<file path="config.mk">
export PLATFORM = sky130hd
export DESIGN_NAME = pipe_seq_ctrl
export DESIGN_NICKNAME = d
export VERILOG_FILES = /design/src/rtl/pipe_seq_ctrl.sv
export SDC_FILE = /design/constraint.sdc
export NUM_CORES = 1
export LEC_CHECK = 0
export CORE_AREA = 2 2 39 41
export DETAILED_ROUTE_END_ITERATION = 8
export DIE_AREA = 0 0 41 43
export GPL_TIMING_DRIVEN = 0
export PLACE_DENSITY = 0.7
export SYNTH_ARGS = -nofsm -noshare
export SYNTH_HDL_FRONTEND = slang
export SYNTH_SLANG_ARGS = --single-unit
export TNS_END_PERCENT = 100
</file>
<file path="constraint.sdc">
create_clock -name clk -period 2 [get_ports clk]
set_clock_uncertainty 0.1 [all_clocks]
set_input_delay 0.4 -clock clk [delete_from_list [all_inputs] [get_ports clk]]
set_output_delay 0.4 -clock clk [all_outputs]
set_load 0.03 [all_outputs]
</file>
<file path="src/rtl/pipe_seq_ctrl.sv">
// pipe_seq_ctrl: pipeline enables/flushes, PC select, exception/eret sequencing and mult/div busy counter (in: int_req_M, eret_M, load_use_D, md_start_E, md_div_E, md_use_D; out: en_F, en_D, clr_E, int_clr, pc_sel, exl_set, md_busy, md_cnt)
module pipe_seq_ctrl #(
  parameter int MULT_CYC = 5,
  parameter int DIV_CYC = 10
) (
  input  logic       clk,
  input  logic       reset,
  input  logic       int_req_M,
  input  logic       eret_M,
  input  logic       load_use_D,
  input  logic       md_start_E,
  input  logic       md_div_E,
  input  logic       md_use_D,
  output logic       en_F,
  output logic       en_D,
  output logic       clr_E,
  output logic       int_clr,
  output logic [1:0] pc_sel,
  output logic       exl_set,
  output logic       md_busy,
  output logic [3:0] md_cnt
);
  typedef enum logic [1:0] {RUN, EXC_FETCH, ERET_FETCH} state_t;
  state_t state, state_nx;
  logic stall, md_load;
  assign md_busy = |md_cnt;
  assign stall = load_use_D | (md_use_D & (md_busy | md_start_E));
  assign md_load = md_start_E & ~md_busy & (state == RUN) & ~int_clr;
  always_ff @(posedge clk)
    if (reset) state <= RUN;
    else state <= state_nx;
  always_ff @(posedge clk)
    if (reset) md_cnt <= '0;
    else if (md_load) md_cnt <= md_div_E ? 4'(DIV_CYC) : 4'(MULT_CYC);
    else if (md_busy) md_cnt <= md_cnt - 4'd1;
  always_comb begin
    state_nx = RUN;
    int_clr = 1'b0;
    pc_sel = 2'b00;
    exl_set = 1'b0;
    en_F = 1'b1;
    en_D = 1'b1;
    clr_E = 1'b0;
    if (reset) begin
      int_clr = 1'b1;
    end else if (state != RUN) begin
      clr_E = 1'b1;
    end else if (int_req_M) begin
      int_clr = 1'b1;
      pc_sel = 2'b01;
      exl_set = 1'b1;
      state_nx = EXC_FETCH;
    end else if (eret_M) begin
      int_clr = 1'b1;
      pc_sel = 2'b10;
      state_nx = ERET_FETCH;
    end else if (stall) begin
      en_F = 1'b0;
      en_D = 1'b0;
      clr_E = 1'b1;
    end
  end
endmodule

</file>
==> results of run 1 <==
final timing paths:
path,startpoint,end,slack (ns),cells past startpoint
hold reg to reg,md_cnt[0],md_cnt[0],0.48,2
hold / removal,int_req_M,state[1],0.40,2
setup / recovery,md_cnt[0],en_F,-0.29,7
setup reg to reg,md_cnt[0],md_cnt[0],0.29,6
stage by stage:
stage	instance area, sq um	hold WS, ns
CTS	697	0.488
detailed placement	624	0.373
floorplan	424	0.423
finish	692	0.403
global route	692	0.417
global placement	624	0.360
worst register-to-register path, delay by kind of cell, from the launching register on:
family | cells | cell delay [ns]
AND/OR/NAND/NOR | 1 | 0.40
flip-flops | 1 | 0.35
adder cells (fa/ha/maj) | 1 | 0.12
AO/OA/AOI/OAI | 2 | 0.39
buffers and inverters | 2 | 0.23
flip-flops by register name (all words and copies together), names as in the netlist:
register  count
md_cnt        4
state         2
per-layer routing:
metal,GRT usage,vias up,wire (um)
li1,-,203,-
met1,0.148,190,419
met2,0.203,12,454
met3,0.0471,0,44
met4,0.0400,0,0
met5,0,-,0
power by group:
part / switching (W) / internal (W) / total, W / leakage (nW)
registers: 0.0000374 / 0.000171 / 0.000209 / 0.0508
logic: 0.000328 / 0.000311 / 0.000639 / 0.210
clock network: 0.0000441 / 0.0000756 / 0.000120 / 0.0150
total: 0.000409 / 0.000558 / 0.000967 / 0.276
what timing repair did:
item | CTS | global route
buffers inserted | 5 | 0
resized for setup | 42 | 6
setup endpoints to repair | 8 | 8
pin swaps | 3 | 3
cell type report:
class	instances	area share
well taps	16	0.0289
plain buffers	3	0.0325
multi-input cells	29	0.401
flip-flops and latches	6	0.184
repair buffers	23	0.291
clock buffers	4	0.0380
inverters	3	0.0235
logic make-up after synthesis:
family | share of synthesized area
simple gates | 0.231
flops | 0.308
buf+inv | 0.106
mux | 0.0256
fa+ha+maj | 0.0641
xor+xnor | 0.0224
compound gates | 0.244
synth_stat cells, types with 2 or more instances:
cell,n
dfxtp_1,6
a21oi_1,4
inv_1,3
nor2_1,3
buf_4,2
ha_1,2
or2_2,2
==> reports/summary.json, run 1 <==
{
  "routed_wl": {"value": 918, "unit": "um"},
  "drv_cap": {"value": 0},
  "setup_slack": {"value": -0.288, "unit": "ns"},
  "grt_max_degree": {"value": 11},
  "final_util": {"value": 0.500},
  "grt_remaining_overflow": {"value": 0},
  "wp_data_required": {"value": 1.50, "unit": "ns"},
  "placer_congestion": {"value": 0.649},
  "synth_fp_nets": {"value": 52},
  "vias": {"value": 405},
  "timing.setup.critical_path_class": {"value": "flip-flop to primary output"},
  "number_of_library_cell_types_mapped_by_synthesis": {"value": 27},
  "maxSlewViolCount": {"value": 0},
  "cpLargestDelayFamily": {"value": "simple AND/OR/NAND/NOR gates"},
  "holdBufCountCts": {"value": 0},
  "antenna_found_initial": {"value": 0},
  "synthesis.yosys.warnings": {"value": 0},
  "buf_inv_stages_crit_path": {"value": 3},
  "yosysSeqAreaShare": {"value": 0.308},
  "critical_path_slowest_stage_cell": {"value": "or3b_4"},
  "worst_skew_pair.late_latency": {"value": 0.24, "unit": "ns"},
  "mostFrequentLayoutCell": {"value": "clkdlybuf4s50_1"},
  "unrepaired_setup_endpoints_after_global_routing": {"value": "yes"},
  "cp_max_fo": {"value": 3},
  "die_x": {"value": 41, "unit": "um"},
  "floorplan.core_area": {"value": 1380, "unit": "sq um"},
  "synth_async_sr_flop_share": {"value": 0},
  "critical_path_cell_by_cell": {"value": "inv_4 > ha_4 > or3b_4 > o311ai_4 > or3_4 > buf_6 > buf_6"},
  "final_worst_path_period_share": {"value": 1.14},
  "max_freq": {"value": 437, "unit": "MHz"},
  "highest_count_cells_in_the_layout_ignoring_fill_and_taps": {"value": "clkdlybuf4s50_1, buf_4, a21oi_1, dfxtp_1"},
  "groute.usage.overall": {"value": 0.127},
  "num-fill-cells": {"value": 148},
  "port-buffer-count": {"value": 18},
  "avgSynthCellArea": {"value": 9.29, "unit": "sq um"},
  "flow.area_growth_from_synthesis": {"value": 77.2, "unit": "%"},
  "cp-start-kind": {"value": "flip-flop"},
  "vias_in_the_first_global_route": {"value": 365},
  "ys_seq_elements": {"value": 6},
  "design_power_total": {"value": 0.000967, "unit": "W"},
  "leakage_power_figure": {"value": 0.276, "unit": "nW"},
  "clk_root_buffer_cell": {"value": "clkbuf_4"},
  "ff_latch_area": {"value": 128, "unit": "sq um"},
  "via_cell_ratio": {"value": 4.82},
  "grt_pass1_wl": {"value": 1.46, "unit": "mm"},
  "floorplan.die_area": {"value": 1760, "unit": "sq um"},
  "dpl.hpwl": {"value": 699, "unit": "um"},
  "route.detailed.wl_per_inst": {"value": 10.9, "unit": "um"},
  "crit_top_cell": {"value": "buf_6"},
  "multiInputGateArea": {"value": 278, "unit": "sq um"},
  "synthTopCellsByArea": {"value": "dfxtp_1, ha_1, a21oi_1"},
  "timing_hold_violations_final": {"value": 0},
  "cts_tree": {"value": "built"},
  "placed_cells": {"value": 76},
  "vdd_ir_drop_max": {"value": 502, "unit": "uV"},
  "die-height": {"value": 43, "unit": "um"},
  "timing.critical_path.slowest_cell_delay": {"value": 0.40, "unit": "ns"},
  "std_cell_rows": {"value": 14},
  "slew_headroom": {"value": 0.674},
  "netlist.top_cell.by_area": {"value": "dfxtp_1"},
  "minimum_clock_period": {"value": 2.29, "unit": "ns"},
  "critical_path_arrival": {"value": 1.79, "unit": "ns"},
  "drt_iter0_markers": {"value": 14},
  "synth_largest_type_area_fraction": {"value": 0.308},
  "netlist_area_before_placement": {"value": 390, "unit": "sq um"},
  "cts_max_path_buffers": {"value": 2},
  "run_status": {"value": "finished, violations left"},
  "nNetsFinal": {"value": 79},
  "clock_buffers_created_by_tritoncts": {"value": 3},
  "clkTransAtPathRegs": {"value": 0.05, "unit": "ns"},
  "floorplan.initialDensity": {"value": 0.282},
  "layout-drive-gt1-share": {"value": 0.471},
  "worst-slew-pin-transition": {"value": 0.490, "unit": "ns"},
  "remaining_drc_errors": {"value": 0},
  "setup_violations": {"value": 5},
  "synth_edf_count": {"value": 0},
  "worst_slack_after_detailed_placement": {"value": -0.903, "unit": "ns"},
  "power.density": {"value": 1400, "unit": "nW/um^2"},
  "cts.sink_count": {"value": 6},
  "io_pins": {"value": 20},
  "cts_htree_levels": {"value": 1},
  "final.setup.tns": {"value": -0.875, "unit": "ns"},
  "violations_in_the_final_reports": {"value": "negative setup slack"},
  "antenna_cells_inserted": {"value": 0},
  "final_cell_count_no_fill": {"value": 84},
  "ant_nets": {"value": 0},
  "number_of_instances_in_the_synthesized_netlist": {"value": 42},
  "hold_path.class": {"value": "input pin to flip-flop"},
  "sort_of_element_at_the_end_of_the_critical_path": {"value": "primary output"},
  "prevailing_post_synth_register_cell": {"value": "dfxtp_1"},
  "first_pass_iters": {"value": 5}
}
Power figures use the tool's default switching activity.
==> run 2, diff against run 1 <==
Settings changed: PLACE_DENSITY 0.7 to 0.62.
Clock period 2 ns to 2.3 ns, I/O delays scaled along.
==> reports/summary.json, run 2 (synthesized netlist as in run 1, its figures left out) <==
{
  "io_pins": {"value": 20, "change": "unchanged"},
  "crit_top_cell": {"value": "buf_6", "change": "unchanged"},
  "flow.area_growth_from_synthesis": {"value": 84.6, "unit": "%", "change": "was 77.2%"},
  "setup_slack": {"value": -0.0580, "unit": "ns", "change": "was -0.288 ns"},
  "critical_path_arrival": {"value": 1.80, "unit": "ns", "change": "was 1.79 ns"},
  "final_worst_path_period_share": {"value": 1.03},
  "buf_inv_stages_crit_path": {"value": 3, "change": "unchanged"},
  "grt_remaining_overflow": {"value": 0, "change": "unchanged"},
  "timing_hold_violations_final": {"value": 0, "change": "unchanged"},
  "cpLargestDelayFamily": {"value": "simple AND/OR/NAND/NOR gates", "change": "unchanged"},
  "die-height": {"value": 43, "unit": "um", "change": "unchanged"},
  "largest_register_ffs": {"value": 4, "change": "unchanged"},
  "minimum_clock_period": {"value": 2.36, "unit": "ns"},
  "met3RoutedLength": {"value": 54, "unit": "um", "change": "was 44 um"},
  "cts_htree_levels": {"value": 1, "change": "unchanged"},
  "violations_in_the_final_reports": {"value": "negative setup slack", "change": "unchanged"},
  "grt_pass1_wl": {"value": 1.65, "unit": "mm", "change": "was 1.46 mm"},
  "run_status": {"value": "finished, violations left", "change": "unchanged"},
  "top_layer_used": {"value": "met4", "change": "was met3"},
  "ant_nets": {"value": 0, "change": "unchanged"},
  "wp_data_required": {"value": 1.74, "unit": "ns", "change": "was 1.50 ns"},
  "critical_path_slowest_stage_cell": {"value": "or3b_4", "change": "unchanged"},
  "cts_max_path_buffers": {"value": 2, "change": "unchanged"},
  "remaining_drc_errors": {"value": 0, "change": "unchanged"},
  "die_x": {"value": 41, "unit": "um", "change": "unchanged"},
  "placer_congestion": {"value": 0.749, "change": "was 0.649"},
  "unrepaired_setup_endpoints_after_global_routing": {"value": "yes", "change": "unchanged"},
  "cp-start-kind": {"value": "flip-flop", "change": "unchanged"},
  "dpl.hpwl": {"value": 666, "unit": "um", "change": "was 699 um"},
  "maxSlewViolCount": {"value": 0, "change": "unchanged"},
  "design_power_total": {"value": 0.000877, "unit": "W", "change": "was 0.000967 W"},
  "floorplan.initialDensity": {"value": 0.282, "change": "unchanged"},
  "first_pass_iters": {"value": 4, "change": "was 5"},
  "vias_in_the_first_global_route": {"value": 424, "change": "was 365"},
  "clk_root_buffer_cell": {"value": "clkbuf_4", "change": "unchanged"},
  "routed_wl": {"value": 1.04, "unit": "mm", "change": "was 918 um"},
  "setup_violations": {"value": 2, "change": "was 5"},
  "grt_max_degree": {"value": 11, "change": "unchanged"},
  "via_cell_ratio": {"value": 4.91, "change": "was 4.82"},
  "num-fill-cells": {"value": 141, "change": "was 148"},
  "floorplan.die_area": {"value": 1760, "unit": "sq um", "change": "unchanged"},
  "antenna_found_initial": {"value": 0, "change": "unchanged"},
  "antenna_cells_inserted": {"value": 0, "change": "unchanged"},
  "timing.setup.critical_path_class": {"value": "flip-flop to primary output", "change": "unchanged"},
  "port-buffer-count": {"value": 18, "change": "unchanged"},
  "holdBufCountCts": {"value": 0, "change": "unchanged"},
  "nNetsFinal": {"value": 82, "change": "was 79"},
  "worst_skew_pair.late_latency": {"value": 0.25, "unit": "ns", "change": "was 0.24 ns"},
  "power.density": {"value": 1220, "unit": "nW/um^2", "change": "was 1400 nW/um^2"},
  "max_freq": {"value": 424, "unit": "MHz"},
  "reg_top3": {"value": "md_cnt: 4 flops, state: 2 flops", "change": "unchanged"},
  "slew_headroom": {"value": 0.685, "change": "was 0.674"},
  "floorplan.core_area": {"value": 1380, "unit": "sq um", "change": "unchanged"},
  "route.detailed.wl_per_inst": {"value": 12.1, "unit": "um", "change": "was 10.9 um"},
  "postPlaceCellArea": {"value": 598, "unit": "sq um", "change": "was 624 sq um"},
  "timing.critical_path.slowest_cell_delay": {"value": 0.39, "unit": "ns", "change": "was 0.40 ns"},
  "postLayoutCellArea": {"value": 721, "unit": "sq um", "change": "was 692 sq um"},
  "m1_wire_length": {"value": 422, "unit": "um", "change": "was 419 um"},
  "vias": {"value": 422, "change": "was 405"},
  "cts.sink_count": {"value": 6, "change": "unchanged"},
  "register_with_the_most_flip_flops": {"value": "md_cnt", "change": "unchanged"},
  "groute.usage.overall": {"value": 0.142, "change": "was 0.127"},
  "clkTransAtPathRegs": {"value": 0.04, "unit": "ns", "change": "was 0.05 ns"},
  "drv_cap": {"value": 0, "change": "unchanged"},
  "cts_tree": {"value": "built", "change": "unchanged"},
  "layout-drive-gt1-share": {"value": 0.457, "change": "was 0.471"},
  "wl_met2": {"value": 554, "unit": "um", "change": "was 454 um"},
  "sort_of_element_at_the_end_of_the_critical_path": {"value": "primary output", "change": "unchanged"},
  "leakage_power_figure": {"value": 0.309, "unit": "nW", "change": "was 0.276 nW"},
  "clock_buffers_created_by_tritoncts": {"value": 3, "change": "unchanged"},
  "cp_max_fo": {"value": 2, "change": "was 3"},
  "drt_iter0_markers": {"value": 4, "change": "was 14"},
  "std_cell_rows": {"value": 14, "change": "unchanged"},
  "critical_path_cell_by_cell": {"value": "inv_4 > ha_4 > or3b_4 > o311ai_4 > or3_4 > buf_6 > buf_6", "change": "unchanged"},
  "highest_count_cells_in_the_layout_ignoring_fill_and_taps": {"value": "buf_4, clkdlybuf4s50_1, a21oi_1, buf_6, dfxtp_1", "change": "was clkdlybuf4s50_1, buf_4, a21oi_1, dfxtp_1"},
  "hold_path.class": {"value": "input pin to flip-flop", "change": "unchanged"},
  "mostFrequentLayoutCell": {"value": "buf_4", "change": "was clkdlybuf4s50_1"},
  "worst-slew-pin-transition": {"value": 0.473, "unit": "ns", "change": "was 0.490 ns"},
  "vdd_ir_drop_max": {"value": 553, "unit": "uV", "change": "was 502 uV"}
}
## run 2: cell count changes in the layout (fill, tap and decap cells not counted), sizes merged
cell,before,now
dlymetal6s2s,1,3
dlygate4sd2,1,2
clkdlybuf4s50,9,7
clkdlybuf4s15,1,2
## run 2: report_power, final
part / internal [W] / total [W] / switching (W)
sequential: 0.000146 / 0.000179 / 0.0000327
combinational: 0.000305 / 0.000602 / 0.000297
clock: 0.0000590 / 0.0000965 / 0.0000376
## run 2: path summary, 6_finish.rpt
kind,from,to,slack [ns],cells after the start
max,md_cnt[0],en_D,-0.06,7
min,int_req_M,state[1],0.47,2
max reg2reg,md_cnt[0],md_cnt[0],0.47,7
min reg2reg,md_cnt[0],md_cnt[0],0.49,2
## run 2: per-layer routing
layer	global-route usage	vias to the layer above
met5	0	-
met2	0.222	12
met4	0.120	0
met1	0.148	199
met3	0.0314	2
li1	-	209
## run 2: repair_timing
action                                  in CTS  in global routing
cloned                                       0                  0
resized for setup                           38                 10
buffers inserted                             6                  2
hold endpoints to repair                     0                  0
pin swaps                                    4                  4
endpoints found under the setup margin       8                  6
## run 2: area by class of cell
cell class / instances / area [sq um] / area share
repair buffers: 26 / 245 / 0.340
flip-flops and latches: 6 / 125 / 0.174
multi-input cells: 29 / 272 / 0.377
well taps: 16 / 20.0 / 0.0278
inverters: 3 / 13.8 / 0.0191
plain buffers: 3 / 22.5 / 0.0313
clock buffers: 3 / 22.5 / 0.0313
## run 2: stage by stage
step           instances  hold WS [ns]  setup slack (ns)  utilization  TNS, ns
3_5_place_dp          76         0.369            -0.581        0.432    -2.54
6_report              86         0.470           -0.0580        0.521   -0.113
5_1_grt               86         0.490            -0.107        0.521   -0.226
4_1_cts               85         0.479            -0.161        0.500   -0.528
2_1_floorplan         42         0.471           -0.0535            -   -0.114
3_3_place_gp          76         0.374            -0.604        0.432    -2.62
==> run 3, diff against run 2 <==
Clock period 2.3 ns to 2.8 ns, I/O delays scaled along.
==> reports/summary.json, run 3 (synthesized netlist as in run 1, its figures left out) <==
{
  "run_status": {"value": "finished, final reports clean", "change": "was finished, violations left"},
  "worst-slew-pin-transition": {"value": 0.455, "unit": "ns", "change": "was 0.473 ns"},
  "via_cell_ratio": {"value": 4.81, "change": "was 4.91"},
  "reg_top3": {"value": "md_cnt: 4 flops, state: 2 flops", "change": "unchanged"},
  "unrepaired_setup_endpoints_after_global_routing": {"value": "no", "change": "was yes"},
  "antenna_found_initial": {"value": 0, "change": "unchanged"},
  "hold_path.class": {"value": "flip-flop to flip-flop", "change": "was input pin to flip-flop"},
  "final_worst_path_period_share": {"value": 0.947},
  "final.setup.tns": {"value": 0, "unit": "ns", "change": "was -0.113 ns"},
  "power.clock.fraction": {"value": 0.130, "change": "was 0.110"},
  "pwr-share-comb": {"value": 0.631, "change": "was 0.686"},
  "std_cell_rows": {"value": 14, "change": "unchanged"},
  "cts.repair_timing.setup_buffer_count": {"value": 0, "change": "was 6"},
  "clkTransAtPathRegs": {"value": 0.04, "unit": "ns", "change": "about the same"},
  "power.density": {"value": 988, "unit": "nW/um^2", "change": "was 1220 nW/um^2"},
  "timing_hold_violations_final": {"value": 0, "change": "unchanged"},
  "power_switching_share": {"value": 0.425, "change": "was 0.419"},
  "design_power_total": {"value": 0.000598, "unit": "W", "change": "was 0.000877 W"},
  "cts_htree_levels": {"value": 1, "change": "unchanged"},
  "first_pass_iters": {"value": 2, "change": "was 4"},
  "minimum_clock_period": {"value": 2.65, "unit": "ns"},
  "wp_data_required": {"value": 2.14, "unit": "ns", "change": "was 1.74 ns"},
  "postPlaceCellArea": {"value": 591, "unit": "sq um", "change": "was 598 sq um"},
  "grt_max_degree": {"value": 11, "change": "unchanged"},
  "slew_headroom": {"value": 0.694, "change": "was 0.685"},
  "port-buffer-count": {"value": 18, "change": "unchanged"},
  "share_seq_of_total_power": {"value": 0.239, "change": "was 0.204"},
  "clock_buffers_created_by_tritoncts": {"value": 3, "change": "unchanged"},
  "placer_congestion": {"value": 0.641, "change": "was 0.749"},
  "groute.usage.overall": {"value": 0.123, "change": "was 0.142"},
  "cts_tree": {"value": "built", "change": "unchanged"},
  "drv_cap": {"value": 0, "change": "unchanged"},
  "floorplan.core_area": {"value": 1380, "unit": "sq um", "change": "unchanged"},
  "worst_hold_slack": {"value": 0.461, "unit": "ns", "change": "was 0.470 ns"},
  "floorplan.die_area": {"value": 1760, "unit": "sq um", "change": "unchanged"},
  "dpl.hpwl": {"value": 610, "unit": "um", "change": "was 666 um"},
  "register_with_the_most_flip_flops": {"value": "md_cnt", "change": "unchanged"},
  "critical_path_arrival": {"value": 1.99, "unit": "ns", "change": "was 1.80 ns"},
  "worst_skew_pair.late_latency": {"value": 0.24, "unit": "ns", "change": "was 0.25 ns"},
  "ant_nets": {"value": 0, "change": "unchanged"},
  "cp-start-kind": {"value": "input pin", "change": "was flip-flop"},
  "postLayoutCellArea": {"value": 606, "unit": "sq um", "change": "was 721 sq um"},
  "cp_max_fo": {"value": 4, "change": "was 2"},
  "clk_root_buffer_cell": {"value": "clkbuf_4", "change": "unchanged"},
  "flow.area_growth_from_synthesis": {"value": 55.1, "unit": "%", "change": "was 84.6%"},
  "layout-drive-gt1-share": {"value": 0.238, "change": "was 0.457"},
  "routed_wl": {"value": 807, "unit": "um", "change": "was 1.04 mm"},
  "floorplan.initialDensity": {"value": 0.282, "change": "unchanged"},
  "grt_remaining_overflow": {"value": 0, "change": "unchanged"},
  "die_x": {"value": 41, "unit": "um", "change": "unchanged"},
  "mostFrequentLayoutCell": {"value": "clkdlybuf4s50_1", "change": "was buf_4"},
  "grt_pass1_wl": {"value": 1.44, "unit": "mm", "change": "was 1.65 mm"},
  "route.detailed.wl_per_inst": {"value": 10.2, "unit": "um", "change": "was 12.1 um"},
  "vias": {"value": 380, "change": "was 422"},
  "die-height": {"value": 43, "unit": "um", "change": "unchanged"},
  "maxSlewViolCount": {"value": 0, "change": "unchanged"},
  "antenna_cells_inserted": {"value": 0, "change": "unchanged"},
  "drt_iter0_markers": {"value": 4, "change": "unchanged"},
  "highest_count_cells_in_the_layout_ignoring_fill_and_taps": {"value": "clkdlybuf4s50_1, dfxtp_1, a21oi_1", "change": "was buf_4, clkdlybuf4s50_1, a21oi_1, buf_6, dfxtp_1"},
  "timing.setup.critical_path_class": {"value": "input pin to primary output", "change": "was flip-flop to primary output"},
  "cts_max_path_buffers": {"value": 2, "change": "unchanged"},
  "vias_in_the_first_global_route": {"value": 358, "change": "was 424"},
  "nNetsFinal": {"value": 75, "change": "was 82"},
  "leakage_power_figure": {"value": 0.257, "unit": "nW", "change": "was 0.309 nW"},
  "power.internal": {"value": 0.000344, "unit": "W", "change": "was 0.000510 W"},
  "sort_of_element_at_the_end_of_the_critical_path": {"value": "primary output", "change": "unchanged"},
  "max_freq": {"value": 377, "unit": "MHz"},
  "cts.sink_count": {"value": 6, "change": "unchanged"},
  "io_pins": {"value": 20, "change": "unchanged"},
  "vdd_ir_drop_max": {"value": 313, "unit": "uV", "change": "was 553 uV"},
  "largest_register_ffs": {"value": 4, "change": "unchanged"},
  "num-fill-cells": {"value": 143, "change": "was 141"},
  "total_switching_power": {"value": 0.000254, "unit": "W", "change": "was 0.000367 W"},
  "holdBufCountCts": {"value": 0, "change": "unchanged"},
  "remaining_drc_errors": {"value": 0, "change": "unchanged"},
  "setup_violations": {"value": 0, "change": "was 2"}
}
## run 3: cell types whose count changed in the layout (fill, tap and decap cells not counted), sizes merged
cell           previous run  this run
clkdlybuf4s15             2         0
clkdlybuf4s50             7        12
buf                      13         4
clkbuf                    5         6
dlymetal6s2s              3         1
## run 3: repair_timing
item / 4_1_cts / 5_1_grt
pin swaps: 0 / 0
cloned: 0 / 0
resized for setup: 8 / 4
setup endpoints to repair: 6 / 3
## run 3: power by group through the flow
stage	clock (W)	sequential [W]	combinational (W)
floorplan	0	0.000190	0.000219
global placement	0	0.000144	0.000386
detailed placement	0	0.000145	0.000382
CTS	0.0000821	0.000143	0.000382
global route	0.0000909	0.000147	0.000413
finish	0.0000775	0.000143	0.000378
## run 3: worst paths after layout
path,from,end,slack (ns),cells past startpoint
setup / recovery,int_req_M,en_F,0.15,6
hold / removal,md_cnt[0],md_cnt[0],0.46,1
setup reg to reg,md_cnt[0],md_cnt[0],1.10,6
hold reg to reg,md_cnt[0],md_cnt[0],0.46,1
## run 3: final cells by class
type                            count  area, sq um  share of cell area
Clock buffer                        3         22.5              0.0372
Buffer                              4         30.0              0.0496
Multi-Input combinational cell     29          234               0.386
Tap cell                           16         20.0              0.0331
Sequential cell                     6          120               0.198
Timing Repair Buffer               18          168               0.277
Inverter                            3         11.3              0.0186
## run 3: critical path: stages
cell and delay [ns]:
clkdlybuf4s50_1 0.46, nor2_1 0.19, o311ai_2 0.13, or3_1 0.35, buf_4 0.14, buf_4 0.16
## run 3: routing by layer
| metal | part of all wire | up-vias | wire (um) | GRT usage |
|---|---|---|---|---|
| met5 | 0 | - | 0 | 0 |
| met4 | 0 | 0 | 0 | 0.0200 |
| met3 | 0.12 | 0 | 100 | 0.0995 |
| met2 | 0.44 | 21 | 358 | 0.172 |
| met1 | 0.43 | 163 | 348 | 0.146 |
| li1 | - | 196 | - | - |
## run 3: per-stage QoR
step	instances	util	setup slack [ns]
finish	79	0.438	0.148
global route	79	0.438	0.0104
CTS	79	0.442	0.00512
detailed placement	76	0.427	-0.285
global placement	76	0.427	-0.306
floorplan	42	-	0.163
